<file path="src/rtl/addsub_seq.sv">
`default_nettype none
// ============================================================================
//  Module   : addsub_seq
//  Purpose  : Multi-cycle WIDTH-bit add/subtract that processes CHUNK bits per
//             clock and carries between chunks in a register. It has a
//             start/busy/done handshake, signed overflow and zero flags, and
//             optional signed saturation.
//             result = b + (a ^ {WIDTH{op}}) + xin  (mod 2^WIDTH)
//  Ports    : clk, rst_n      clock, asynchronous active-low reset
//             start          request, accepted in IDLE or DONE
//             a, b           operands (a inverted internally when op=1)
//             xin            carry/borrow into chunk 0
//             op             0 = add, 1 = subtract
//             sat            signed saturation on overflow
//             busy           high while chunks are being processed
//             done           one-cycle pulse, results valid
//             s_d            result, held until the next operation completes
//             co_bo          raw carry-out of the MSB (0 = borrow on subtract)
//             ovf            signed overflow of the raw result
//             zero           s_d == 0 (after saturation)
//  Revision : 1.0  initial release
// ============================================================================
module addsub_seq #(
    parameter int WIDTH = 16,
    parameter int CHUNK = 4
) (
    input  logic             clk,
    input  logic             rst_n,
    input  logic             start,
    input  logic [WIDTH-1:0] a,
    input  logic [WIDTH-1:0] b,
    input  logic             xin,
    input  logic             op,
    input  logic             sat,
    output logic             busy,
    output logic             done,
    output logic [WIDTH-1:0] s_d,
    output logic             co_bo,
    output logic             ovf,
    output logic             zero
);

    localparam int               c_N       = WIDTH / CHUNK;
    localparam int               c_CNT_W   = (c_N > 1) ? $clog2(c_N) : 1;
    localparam logic [c_CNT_W-1:0] c_LAST  = c_CNT_W'(c_N - 1);
    localparam logic [WIDTH-1:0] c_POS_MAX = {1'b0, {(WIDTH-1){1'b1}}};
    localparam logic [WIDTH-1:0] c_NEG_MAX = {1'b1, {(WIDTH-1){1'b0}}};

    typedef enum logic [1:0] {
        S_IDLE = 2'd0,
        S_RUN  = 2'd1,
        S_DONE = 2'd2
    } state_t;

    state_t               r_state;
    state_t               w_state_next;

    logic [WIDTH-1:0]     r_a_sh;     // operand a (already conditionally inverted), shifted right per chunk
    logic [WIDTH-1:0]     r_b_sh;     // operand b, shifted right per chunk
    logic [WIDTH-1:0]     r_acc;      // result chunks enter at the top and shift down
    logic                 r_carry;
    logic                 r_sat;
    logic [c_CNT_W-1:0]   r_cnt;
    logic [WIDTH-1:0]     r_s_d;
    logic                 r_co_bo;
    logic                 r_ovf;
    logic                 r_zero;

    logic                 w_accept;
    logic                 w_last;
    logic [CHUNK:0]       w_sum;
    logic [CHUNK-1:0]     w_chunk;
    logic                 w_cout;
    logic                 w_msb_cin;
    logic                 w_ovf;
    logic [WIDTH-1:0]     w_acc_next;
    logic [WIDTH-1:0]     w_final;

    assign w_accept = start && (r_state != S_RUN);
    assign w_last   = (r_state == S_RUN) && (r_cnt == c_LAST);

    // ------------------------------------------------------------------
    // Chunk adder
    // ------------------------------------------------------------------
    assign w_sum   = {1'b0, r_a_sh[CHUNK-1:0]} + {1'b0, r_b_sh[CHUNK-1:0]}
                   + (CHUNK+1)'(r_carry);
    assign w_chunk = w_sum[CHUNK-1:0];
    assign w_cout  = w_sum[CHUNK];

    // Carry into the chunk's top bit recovered from sum ^ a ^ b; only
    // meaningful on the last chunk, where that bit is the word MSB.
    assign w_msb_cin = w_chunk[CHUNK-1] ^ r_a_sh[CHUNK-1] ^ r_b_sh[CHUNK-1];
    assign w_ovf     = w_msb_cin ^ w_cout;

    // After N shifts the first chunk has reached bit 0. The shift forms
    // also stay legal when CHUNK == WIDTH.
    assign w_acc_next = (r_acc >> CHUNK) | (WIDTH'(w_chunk) << (WIDTH - CHUNK));

    always_comb begin
        w_final = w_acc_next;
        if (r_sat && w_ovf) begin
            w_final = w_chunk[CHUNK-1] ? c_POS_MAX : c_NEG_MAX;
        end
    end

    // ------------------------------------------------------------------
    // FSM
    // ------------------------------------------------------------------
    always_ff @(posedge clk or negedge rst_n) begin
        if (!rst_n) begin
            r_state <= S_IDLE;
        end else begin
            r_state <= w_state_next;
        end
    end

    always_comb begin
        w_state_next = r_state;
        case (r_state)
            S_IDLE:  if (start) w_state_next = S_RUN;
            S_RUN:   if (r_cnt == c_LAST) w_state_next = S_DONE;
            S_DONE:  w_state_next = start ? S_RUN : S_IDLE;
            default: w_state_next = S_IDLE;
        endcase
    end

    // ------------------------------------------------------------------
    // Datapath
    // ------------------------------------------------------------------
    always_ff @(posedge clk or negedge rst_n) begin
        if (!rst_n) begin
            r_a_sh  <= '0;
            r_b_sh  <= '0;
            r_acc   <= '0;
            r_carry <= 1'b0;
            r_sat   <= 1'b0;
            r_cnt   <= '0;
            r_s_d   <= '0;
            r_co_bo <= 1'b0;
            r_ovf   <= 1'b0;
            r_zero  <= 1'b0;
        end else if (w_accept) begin
            r_a_sh  <= a ^ {WIDTH{op}};
            r_b_sh  <= b;
            r_acc   <= '0;
            r_carry <= xin;
            r_sat   <= sat;
            r_cnt   <= '0;
        end else if (r_state == S_RUN) begin
            r_a_sh  <= r_a_sh >> CHUNK;
            r_b_sh  <= r_b_sh >> CHUNK;
            r_acc   <= w_acc_next;
            r_carry <= w_cout;
            r_cnt   <= r_cnt + c_CNT_W'(1);
            if (w_last) begin
                r_s_d   <= w_final;
                r_co_bo <= w_cout;
                r_ovf   <= w_ovf;
                r_zero  <= (w_final == '0);
            end
        end
    end

    assign busy  = (r_state == S_RUN);
    assign done  = (r_state == S_DONE);
    assign s_d   = r_s_d;
    assign co_bo = r_co_bo;
    assign ovf   = r_ovf;
    assign zero  = r_zero;

endmodule
`default_nettype wire

</file>
<file path="config.mk">
export PLATFORM = sky130hd
export DESIGN_NAME = addsub_seq
export DESIGN_NICKNAME = d
export VERILOG_FILES = /design/src/rtl/addsub_seq.sv
export SDC_FILE = /design/constraint.sdc
export NUM_CORES = 1
export LEC_CHECK = 0
export ABC_CLOCK_PERIOD_IN_PS = 3600
export CORE_UTILIZATION = 56
export CTS_BUF_LIST = sky130_fd_sc_hd__clkbuf_16
export DETAILED_ROUTE_END_ITERATION = 12
export GPL_TIMING_DRIVEN = 0
export PLACE_DENSITY = 0.85
export REMOVE_ABC_BUFFERS = 1
export SYNTH_ARGS = -nofsm -noshare
export SYNTH_HDL_FRONTEND = slang
export SYNTH_SLANG_ARGS = --single-unit
</file>
<file path="constraint.sdc">
create_clock -name clk -period 3.6 [get_ports clk]
set_input_delay 0.36 -clock clk [delete_from_list [all_inputs] [get_ports clk]]
set_output_delay 0.36 -clock clk [all_outputs]
set_load 0.05 [all_outputs]
</file>
; ---- Word level (Yosys, flattened, before mapping)
; Cells that the tools add are included.
; W data, S select, Z words.
[word_totals]
inputBits = 38
output_inout_bits = 21
elab_cells = 50
register_bits = 73
[op_classes]
n_reduce_logical = 8
addsub = 3
n_mux = 16
eq_ne = 6
n_bitwise = 6
[op_table]
columns = operator, n
row1 = $mux W16, 8
row2 = $logic_not A16 Y1, 1
row3 = $or A12 B16 Y16, 1
row4 = $xor A16 B16 Y16, 1
row5 = $mux W2, 4
row6 = $pmux W2 S3, 1
row7 = $add A4 B4 Y5, 1
row8 = $add A5 B1 Y5, 1
row9 = $eq A2 B2 Y1 const B, 2
row10 = $ne A2 B1 Y1 const B, 2
row11 = $logic_and A1 B1 Y1, 3
row12 = $mux W1, 3
row13 = $reduce_and A3 Y1, 1
row14 = $xor A1 B1 Y1, 3
row15 = $add A2 B1 Y2 const B, 1
row16 = $eq A2 B1 Y1 const B, 1
row17 = $logic_not A2 Y1, 1
row18 = $ne A2 B2 Y1 const B, 1
row19 = $reduce_and A2 Y1, 1
row20 = $reduce_bool A2 Y1, 1
row21 = $not A1 Y1, 1

; ---- Logic depth before layout (Yosys ltp)
; Gate-level depths: netlist of run 1.
[depth]
depth_word = 8
mapped_depth = 9
mapped_depth_nobuf = 8

; ---- Worst setup path before layout of run 1
; OpenSTA, ideal clock, no wires.
[synth_path]
path_type = register to register
start = register r_a_sh[0]
end = register r_s_d[10], in the netlist s_d[10]
path_slack_ps = 1378
path_stages_with_launch = 10
n_path_buf = 1
setup_time_ps = 123
period_less_slack_ps = 2222
arrival_ps = 2099
cell_sequence = dfrtp_1 > fa_1 > inv_1 > fa_1 > nand2b_1 > a21oi_4 > xnor2_4 > nand4_1 > buf_2 > o221a_2
[synth_via]
elab_chain_cells = 7
elab_cells_between_ends = 8
[synth_lines]
columns = element, line
row1 = from (decl), 58  ; logic [WIDTH-1:0] r_a_sh;
row2 = from (signal assigned), 143  ; r_a_sh <= a ^ {WIDTH{op}};
row3 = from (signal assigned), 150  ; r_a_sh <= r_a_sh >> CHUNK;
row4 = $add A4 B4 Y5 *, 85  ; assign w_sum = {1'b0, r_a_sh[CHUNK-1:0]} + {1'b0, r_b_sh[CHUNK-1:0]}
row5 = $add A5 B1 Y5 *, 86  ; + (CHUNK+1)'(r_carry);
row6 = $xor A1 B1 Y1 (2 in a row), 92  ; assign w_msb_cin = w_chunk[CHUNK-1] ^ r_a_sh[CHUNK-1] ^ r_b_sh[CHUNK-1];
row7 = $xor A1 B1 Y1, 93  ; assign w_ovf = w_msb_cin ^ w_cout;
row8 = $logic_and A1 B1 Y1, 101  ; if (r_sat && w_ovf) begin
row9 = $mux W16 *, 101
row10 = to (signal assigned), 156  ; r_s_d <= w_final;
row11 = to (decl), 64  ; logic [WIDTH-1:0] r_s_d;
; Every way passes the cells marked *; elsewhere a longest branch is shown, timed or not.
; A chain may end at the register's enable or synchronous reset.

; ---- Worst setup path after layout of run 1
[layout_path]
start = register r_state[1]
end = register r_s_d[0], in the netlist s_d[0]
[layout_via]
elab_chain_cells = 4
elab_cells_between_ends = 6
[layout_lines]
columns = element, line
row1 = from (decl), 55  ; state_t r_state;
row2 = from (signal assigned), 113  ; r_state <= w_state_next;
row3 = $ne A2 B1 Y1, 79  ; assign w_accept = start && (r_state != S_RUN);
row4 = $logic_and A1 B1 Y1, 79
row5 = $not A1 Y1 (no line), -
row6 = $reduce_and A3 Y1 (no line) *, -
; Marked as above.

==> results of run 1 <==
-- layout make-up --
cell class | instances | area share (%)
Multi-Input combinational cell | 214 | 34.2
Timing Repair Buffer | 58 | 14.2
Clock inverter | 7 | 0.675
Sequential cell | 69 | 42.3
Tap cell | 72 | 2.21
Inverter | 9 | 0.890
Clock buffer | 9 | 5.52
-- kinds of logic (layout without fill, tap and decap cells) --
| logic type | after synthesis | in the layout | share of synthesized area (%) |
|---|---|---|---|
| and+or+nand+nor | 88 | 88 | 11.1 |
| AOI/OAI and AO/OA | 80 | 80 | 17.0 |
| DFF | 69 | 69 | 53.3 |
| buffers and inverters | 30 | 83 | 3.71 |
| xor gates and xnor gates | 22 | 22 | 6.53 |
| muxes | 18 | 18 | 5.56 |
| adders and majority gates | 6 | 6 | 2.78 |
-- stage by stage --
| step | setup slack, ns | cells | hold WS (ns) |
|---|---|---|---|
| 2_1_floorplan | 0.816 | 292 | 0.0644 |
| 3_3_place_gp | -0.0321 | 422 | 0.457 |
| 3_5_place_dp | 0.225 | 422 | 0.469 |
| 4_1_cts | 0.178 | 438 | 0.178 |
| 5_1_grt | 0.210 | 438 | 0.229 |
| 6_report | 0.574 | 438 | 0.150 |
-- report_power, final --
group	total, uW	internal [uW]	switching [uW]	leakage, uW
Clock	740	449	291	0.000139
Sequential	1350	1120	235	0.000863
Combinational	1770	677	1090	0.000767
-- cell usage in the layout (no fill, tap or decap) --
master | synthesis | final
sky130_fd_sc_hd__dfrtp_1 | 69 | 69
sky130_fd_sc_hd__clkdlybuf4s50_1 | 0 | 57
sky130_fd_sc_hd__nand2_1 | 52 | 52
sky130_fd_sc_hd__o21ai_0 | 42 | 42
sky130_fd_sc_hd__nor2_1 | 22 | 22
sky130_fd_sc_hd__xnor2_1 | 19 | 19
sky130_fd_sc_hd__mux2i_1 | 18 | 18
sky130_fd_sc_hd__o221a_2 | 15 | 15
sky130_fd_sc_hd__a21oi_1 | 12 | 12
sky130_fd_sc_hd__inv_1 | 7 | 11
sky130_fd_sc_hd__clkbuf_16 | 0 | 9
sky130_fd_sc_hd__nand3_1 | 6 | 6
sky130_fd_sc_hd__a211oi_1 | 4 | 4
sky130_fd_sc_hd__ha_1 | 4 | 4
sky130_fd_sc_hd__clkinv_1 | 1 | 3
sky130_fd_sc_hd__nand2b_1 | 2 | 2
sky130_fd_sc_hd__a21o_1 | 2 | 2
sky130_fd_sc_hd__xor2_1 | 2 | 2
sky130_fd_sc_hd__nor4_1 | 2 | 2
sky130_fd_sc_hd__or4_1 | 2 | 2
sky130_fd_sc_hd__fa_1 | 2 | 2
sky130_fd_sc_hd__nor2b_1 | 1 | 1
sky130_fd_sc_hd__inv_4 | 0 | 1
sky130_fd_sc_hd__a21oi_2 | 1 | 1
sky130_fd_sc_hd__a21oi_4 | 1 | 1
sky130_fd_sc_hd__xnor2_4 | 1 | 1
sky130_fd_sc_hd__o31ai_4 | 1 | 1
sky130_fd_sc_hd__nand4_1 | 1 | 1
sky130_fd_sc_hd__a2111oi_2 | 1 | 1
sky130_fd_sc_hd__o22ai_1 | 1 | 1
sky130_fd_sc_hd__clkinv_2 | 0 | 1
sky130_fd_sc_hd__buf_4 | 1 | 1
-- state kept, by name (all words and copies together), names as in the netlist --
register,cells
r_acc,12
co_bo,1
r_sat,1
ovf,1
r_cnt,2
r_b_sh,16
s_d,16
r_carry,1
r_state,2
r_a_sh,16
zero,1
-- how the worst min path moves through the flow --
stage / start / end / slack (ns)
2_1_floorplan: rst_n / co_bo / 0.06
3_3_place_gp: r_b_sh[15] / r_b_sh[11] / 0.46
3_5_place_dp: r_b_sh[13] / r_b_sh[9] / 0.47
4_1_cts: rst_n / s_d[3] / 0.18
5_1_grt: rst_n / s_d[3] / 0.23
6_report: rst_n / s_d[2] / 0.15
-- routing by layer --
metal  part of all wire (%)  routed length (um)
met1                     44                2740
met4                    2.5                 153
met2                     50                3100
met3                    3.9                 242
met5                      0                   0
-- Yosys cell counts, drive strengths merged, types with 4 or more instances --
cell / number / share of area, %
a211oi: 4 / 0.93
a21oi: 14 / 2.6
buf: 5 / 0.81
clkbuf: 16 / 1.9
dfrtp: 69 / 53
ha: 4 / 1.5
inv: 8 / 0.93
mux2i: 18 / 5.6
nand2: 52 / 6.0
nand3: 6 / 0.93
nor2: 22 / 2.5
o21ai: 42 / 6.5
o221a: 15 / 5.2
xnor2: 20 / 6.0
-- worst reg2reg max path, delay by kind of cell (launching register included) --
kind | cells | cell delay [ns]
flops | 1 | 0.37
simple gates | 3 | 1.24
compound gates | 1 | 0.32
buf+inv | 2 | 1.00
==> results.md, run 1 <==
Logic synthesis
• EDFF count, synth: 0
• synthesized cell area: 3240 sq um
• dominant register cell in the synthesized netlist: sky130_fd_sc_hd__dfrtp_1
• share of synthesized flip-flops with an asynchronous set or reset: 100%
• mean instance size in the synthesized netlist: 10.4 sq um
• part of the Yosys area used for sequential elements: 53.3%
• Synth Register Bits: 69
• number of distinct library cells after synthesis: 32
• synthesized instance count: 313
• yosys synthesis warning count: 0

Route
• drt initial violations: 186
• Via-to-Cell Ratio: 5.53
• final wirelength: 6230 um
• Detailed Routing Iterations Pass 1: 4
• number of DRC violations after detailed routing: 0
• routed vias: 2424
• routed wirelength normalized by instance count: 14.2 um
• Routed Antenna Nets: 0

Critical path
• required time of the critical path: 3.80 ns
• logic depth of the worst setup path including buffers: 6
• worst-path maximum fanout: 81
• cell chain of the critical path: nand2b_1 -> inv_4 -> nand2_1 -> clkinv_1 -> nand4_1 -> o221a_2
• Worst setup endpoint: s_d[0]
• family of cells with the greatest summed delay on the critical path: simple AND/OR/NAND/NOR gates
• count of buffer and inverter cells on the critical path: 2
• cell with the largest stage delay on the worst path: sky130_fd_sc_hd__inv_4
• startpoint of the worst register-to-register path: r_state[1]
• reg-to-reg slack, setup: 0.57 ns
• depth of the worst register-to-register path: 6
• Critical R2R Capture: s_d[0]
• Slowest Stage Delay on Critical Path: 0.58 ns
• critical path class: reg2reg
• nature of the critical path endpoint: flip-flop
• Worst Path Arrival: 3.23 ns
• launch point of the critical path: r_state[1]
• kind of start point of the critical path: flip-flop

CTS
• CTS tree: done
• clock sink total: 69
• Resized Gates After CTS: 0
• count of H-tree levels built during CTS: 3
• worst skew pair latency: 0.32 ns
• number of buffers on the longest clock path: 2
• hold-fix buffers at CTS: 0
• clock edge transition at the registers on the reported setup and hold paths: 0.05 ns
• TritonCTS Buffers: 9
• post-CTS setup buffer count: 0
• clock root cell: sky130_fd_sc_hd__clkbuf_16

Placement
• count of port buffers added during placement: 58
• instance area after placement: 3820 sq um
• estimated wirelength of the detail-placed design: 4050 um
• weighted congestion at the end of routability-driven global placement: 0.760

Timing
• number of max-slew violations in the final report: 0
• Post-Route Setup TNS: 0 ns
• time the worst path needs with I/O delays and setup: 3.03 ns
• part of the cycle the worst path needs: 84.1%
• Tightest Pin Transition: 1.35 ns
• headroom to the max-slew limit: 9.79%
• final setup skew: 0.00546 ns
• Fmax achieved: 330 MHz
• setup repair after global routing missed its margin: false
• Final setup violation count: 0
• number of hold-slack violations in the final timing report: 0

Outcome
• run status: finished, final reports clean

GRT
• via count of the first global-routing pass: 2386
• maximum number of pins on one net before global-route repair: 82
• met1 routing resource usage after global routing: 28.5%
• overall routing resource usage: 23.3%
• met2 layer usage reported by global route: 38.6%
• GRT met3 Usage: 4.88%
• GR Overflow Total: 0
• first-pass GRT wire length: 10900 um
• GR peak layer: met2
• number of antenna violations at the first check in global routing: 0

Floorplan
• horizontal extent of the die: 78.1 um
• floorplan die area: 6090 sq um
• standard-cell row count: 27
• Core ar.: 5540 sq um
• Die Span Y: 78.1 um
• initial cell density of the core: 58.5%
• I/O pin cnt: 59

Power
• worst vdd rail ir drop: 0.518 mV
• Leak Pwr: 0.00177 uW
• areal power density over the cells: 947 nW/um^2
• Total Power Consumption: 3860 uW

Cells and area
• cell area after layout: 4080 sq um
• final net count: 405
• Core Util, Final: 73.6%
• multi-input logic area: 1390 sq um
• antenna diode instance count: 0
• post-synthesis to final-layout area growth: 25.8%
• fill cell count: 402
• area used by sequential logic in the layout: 1730 sq um
• proportion of layout cells with a drive suffix above 1: 8.74%

Run
• max-cap violations: 0

Hold path
• type of the most critical hold path: in2async

(Power assumes the default switching activity.)
==> run 2, diff against run 1 <==
--- a/config.mk
+++ b/config.mk
@@ -5,12 +5,12 @@
 export SDC_FILE = /design/constraint.sdc
 export NUM_CORES = 1
 export LEC_CHECK = 0
-export ABC_CLOCK_PERIOD_IN_PS = 3600
-export CORE_UTILIZATION = 56
+export ABC_CLOCK_PERIOD_IN_PS = 2900
+export CORE_UTILIZATION = 52
 export CTS_BUF_LIST = sky130_fd_sc_hd__clkbuf_16
 export DETAILED_ROUTE_END_ITERATION = 12
 export GPL_TIMING_DRIVEN = 0
-export PLACE_DENSITY = 0.85
+export PLACE_DENSITY = 0.79
 export REMOVE_ABC_BUFFERS = 1
 export SYNTH_ARGS = -nofsm -noshare
 export SYNTH_HDL_FRONTEND = slang
==> constraint.sdc (replaced) <==
create_clock -name clk -period 2.9 [get_ports clk]
set_input_delay 0.29 -clock clk [delete_from_list [all_inputs] [get_ports clk]]
set_output_delay 0.29 -clock clk [all_outputs]
set_load 0.05 [all_outputs]
==> results.md, run 2 (synthesized netlist as in run 1, its figures left out) <==
Outcome
• run status: finished, final reports clean

CTS
• clock sink total: 69, unchanged
• CTS tree: done
• clock edge transition at the registers on the reported setup and hold paths: 0.05 ns, about the same
• worst skew pair latency: 0.32 ns, about the same
• clock root cell: sky130_fd_sc_hd__clkbuf_16
• number of buffers on the longest clock path: 2, unchanged
• TritonCTS Buffers: 9, unchanged
• count of H-tree levels built during CTS: 3, unchanged
• hold-fix buffers at CTS: 0, unchanged

Timing
• setup repair after global routing missed its margin: false
• headroom to the max-slew limit: 26.2%, +16 points
• part of the cycle the worst path needs: 94.2%
• number of hold-slack violations in the final timing report: 0, unchanged
• number of max-slew violations in the final report: 0, unchanged
• Fmax achieved: 366 MHz
• Tightest Pin Transition: 1.11 ns, -0.244 ns
• time the worst path needs with I/O delays and setup: 2.73 ns
• Final setup violation count: 0, unchanged
• final setup skew: 0.00449 ns, -0.000969 ns
• post-route worst hold slack: 0.0736 ns, -0.0767 ns

GRT
• via count of the first global-routing pass: 2255, -5.5%
• first-pass GRT wire length: 10700 um, -1.7%
• GR Overflow Total: 0, unchanged
• maximum number of pins on one net before global-route repair: 82, unchanged
• number of antenna violations at the first check in global routing: 0, unchanged
• overall routing resource usage: 21.9%, -1.3 points

Power
• Leak Pwr: 0.00175 uW, -0.92%
• worst vdd rail ir drop: 0.780 mV, +51%
• Total Power Consumption: 4770 uW, +24%
• areal power density over the cells: 1170 nW/um^2, +23%

Floorplan
• initial cell density of the core: 54.4%, -4.1 points
• floorplan die area: 6550 sq um, +7.5%
• standard-cell row count: 28, +3.7%
• horizontal extent of the die: 80.9 um, +3.7%
• Core ar.: 5960 sq um, +7.5%
• I/O pin cnt: 59, unchanged
• Die Span Y: 80.9 um, +3.7%

Route
• Via-to-Cell Ratio: 5.37, -3.0%
• Detailed Routing Iterations Pass 1: 4, unchanged
• routed vias: 2361, -2.6%
• final wirelength: 6200 um, -0.58%
• number of DRC violations after detailed routing: 0, unchanged
• routed wirelength normalized by instance count: 14.1 um, -1.0%
• Routed Antenna Nets: 0, unchanged
• drt initial violations: 161, -13%

Run
• max-cap violations: 0, unchanged

Hold path
• type of the most critical hold path: in2async

Cells and area
• post-synthesis to final-layout area growth: 26.0%
• antenna diode instance count: 0, unchanged
• fill cell count: 472, +17%
• leading cell type in the layout, fill and taps excluded: sky130_fd_sc_hd__dfrtp_1
• proportion of layout cells with a drive suffix above 1: 9.59%, +0.85 points
• final net count: 406, +0.25%
• commonest cells after routing, fill and taps aside: 69 x sky130_fd_sc_hd__dfrtp_1, 56 x sky130_fd_sc_hd__clkdlybuf4s50_1, 52 x sky130_fd_sc_hd__nand2_1

Critical path
• Slowest Stage Delay on Critical Path: 0.90 ns, +0.32 ns
• worst-path maximum fanout: 81, unchanged
• cell chain of the critical path: nand2b_1 -> inv_6 -> clkdlybuf4s50_1
• critical path class: reg2out
• kind of start point of the critical path: flip-flop
• cell with the largest stage delay on the worst path: sky130_fd_sc_hd__clkdlybuf4s50_1
• Worst Path Arrival: 2.44 ns, -0.79 ns
• required time of the critical path: 2.61 ns, -1.19 ns
• nature of the critical path endpoint: primary output
• depth of the worst register-to-register path: 6, unchanged

Placement
• weighted congestion at the end of routability-driven global placement: 0.787, +3.5%
• estimated wirelength of the detail-placed design: 4000 um, -1.3%
• count of port buffers added during placement: 58, unchanged

run 2: cell types whose count changed in the layout (fill, tap and decap cells not counted), sizes merged:
cell | before | now
buf | 1 | 3
clkdlybuf4s50 | 57 | 56
clkinv | 4 | 5
clkinvlp | 0 | 1
inv | 12 | 8
run 2: timing repair:
| item | CTS | global route |
|---|---|---|
| resized for setup | 3 | 1 |
| pin swaps | 1 | 0 |
| buffers inserted | 1 | 0 |
| setup endpoints to repair | 32 | 15 |
run 2: area by class of cell:
| class | instances | area [sq um] | share of cell area [%] |
|---|---|---|---|
| inverters | 9 | 42.5 | 1.04 |
| clock inverters | 5 | 20.0 | 0.490 |
| flip-flops and latches | 69 | 1730 | 42.3 |
| multi-input cells | 214 | 1390 | 34.1 |
| repair buffers | 59 | 581 | 14.2 |
| well taps | 75 | 93.8 | 2.30 |
| clock buffers | 9 | 225 | 5.52 |
run 2: path summary, 6_finish.rpt:
| check | start | end | slack (ns) |
|---|---|---|---|
| min in group clk | zero | zero | 0.47 |
| worst min-delay path | rst_n | s_d[0] | 0.07 |
| max in group asynchronous | rst_n | s_d[4] | 2.27 |
| worst min register to register | zero | zero | 0.47 |
| worst max register to register | r_state[1] | zero | 0.30 |
| worst max-delay path | r_state[1] | busy | 0.17 |
run 2: routing by layer:
layer | up-vias | GRT usage (%) | wire length [um]
met5 | - | 0 | 0
met4 | 0 | 6.96 | 55
met3 | 6 | 6.85 | 282
met2 | 63 | 34.8 | 3050
met1 | 1116 | 28.7 | 2810
li1 | 1176 | - | -
run 2: stage by stage:
step | cell area, sq um | setup TNS [ns] | instances | worst slack [ns] | utilization, %
finish | 4080 | 0 | 440 | 0.167 | 68.6
global route | 4080 | 0 | 440 | 0.0374 | 68.6
CTS | 4080 | 0 | 440 | 0.175 | 68.6
detailed placement | 3830 | -17.53 | 425 | -0.513 | 64.2
global placement | 3830 | -65.17 | 425 | -0.715 | 64.3
floorplan | 3150 | 0 | 292 | 0.116 | -
run 2: critical path: cells and delay by family (launching register included):
family	cells	cell delay, ns
buffers and inverters	2	1.34
and+or+nand+nor	1	0.35
DFF	1	0.37
run 2: report_power, final:
group | switching [uW] | internal (uW) | total [uW]
clock | 362 | 554 | 916
combinational | 1340 | 842 | 2180
sequential | 285 | 1390 | 1670
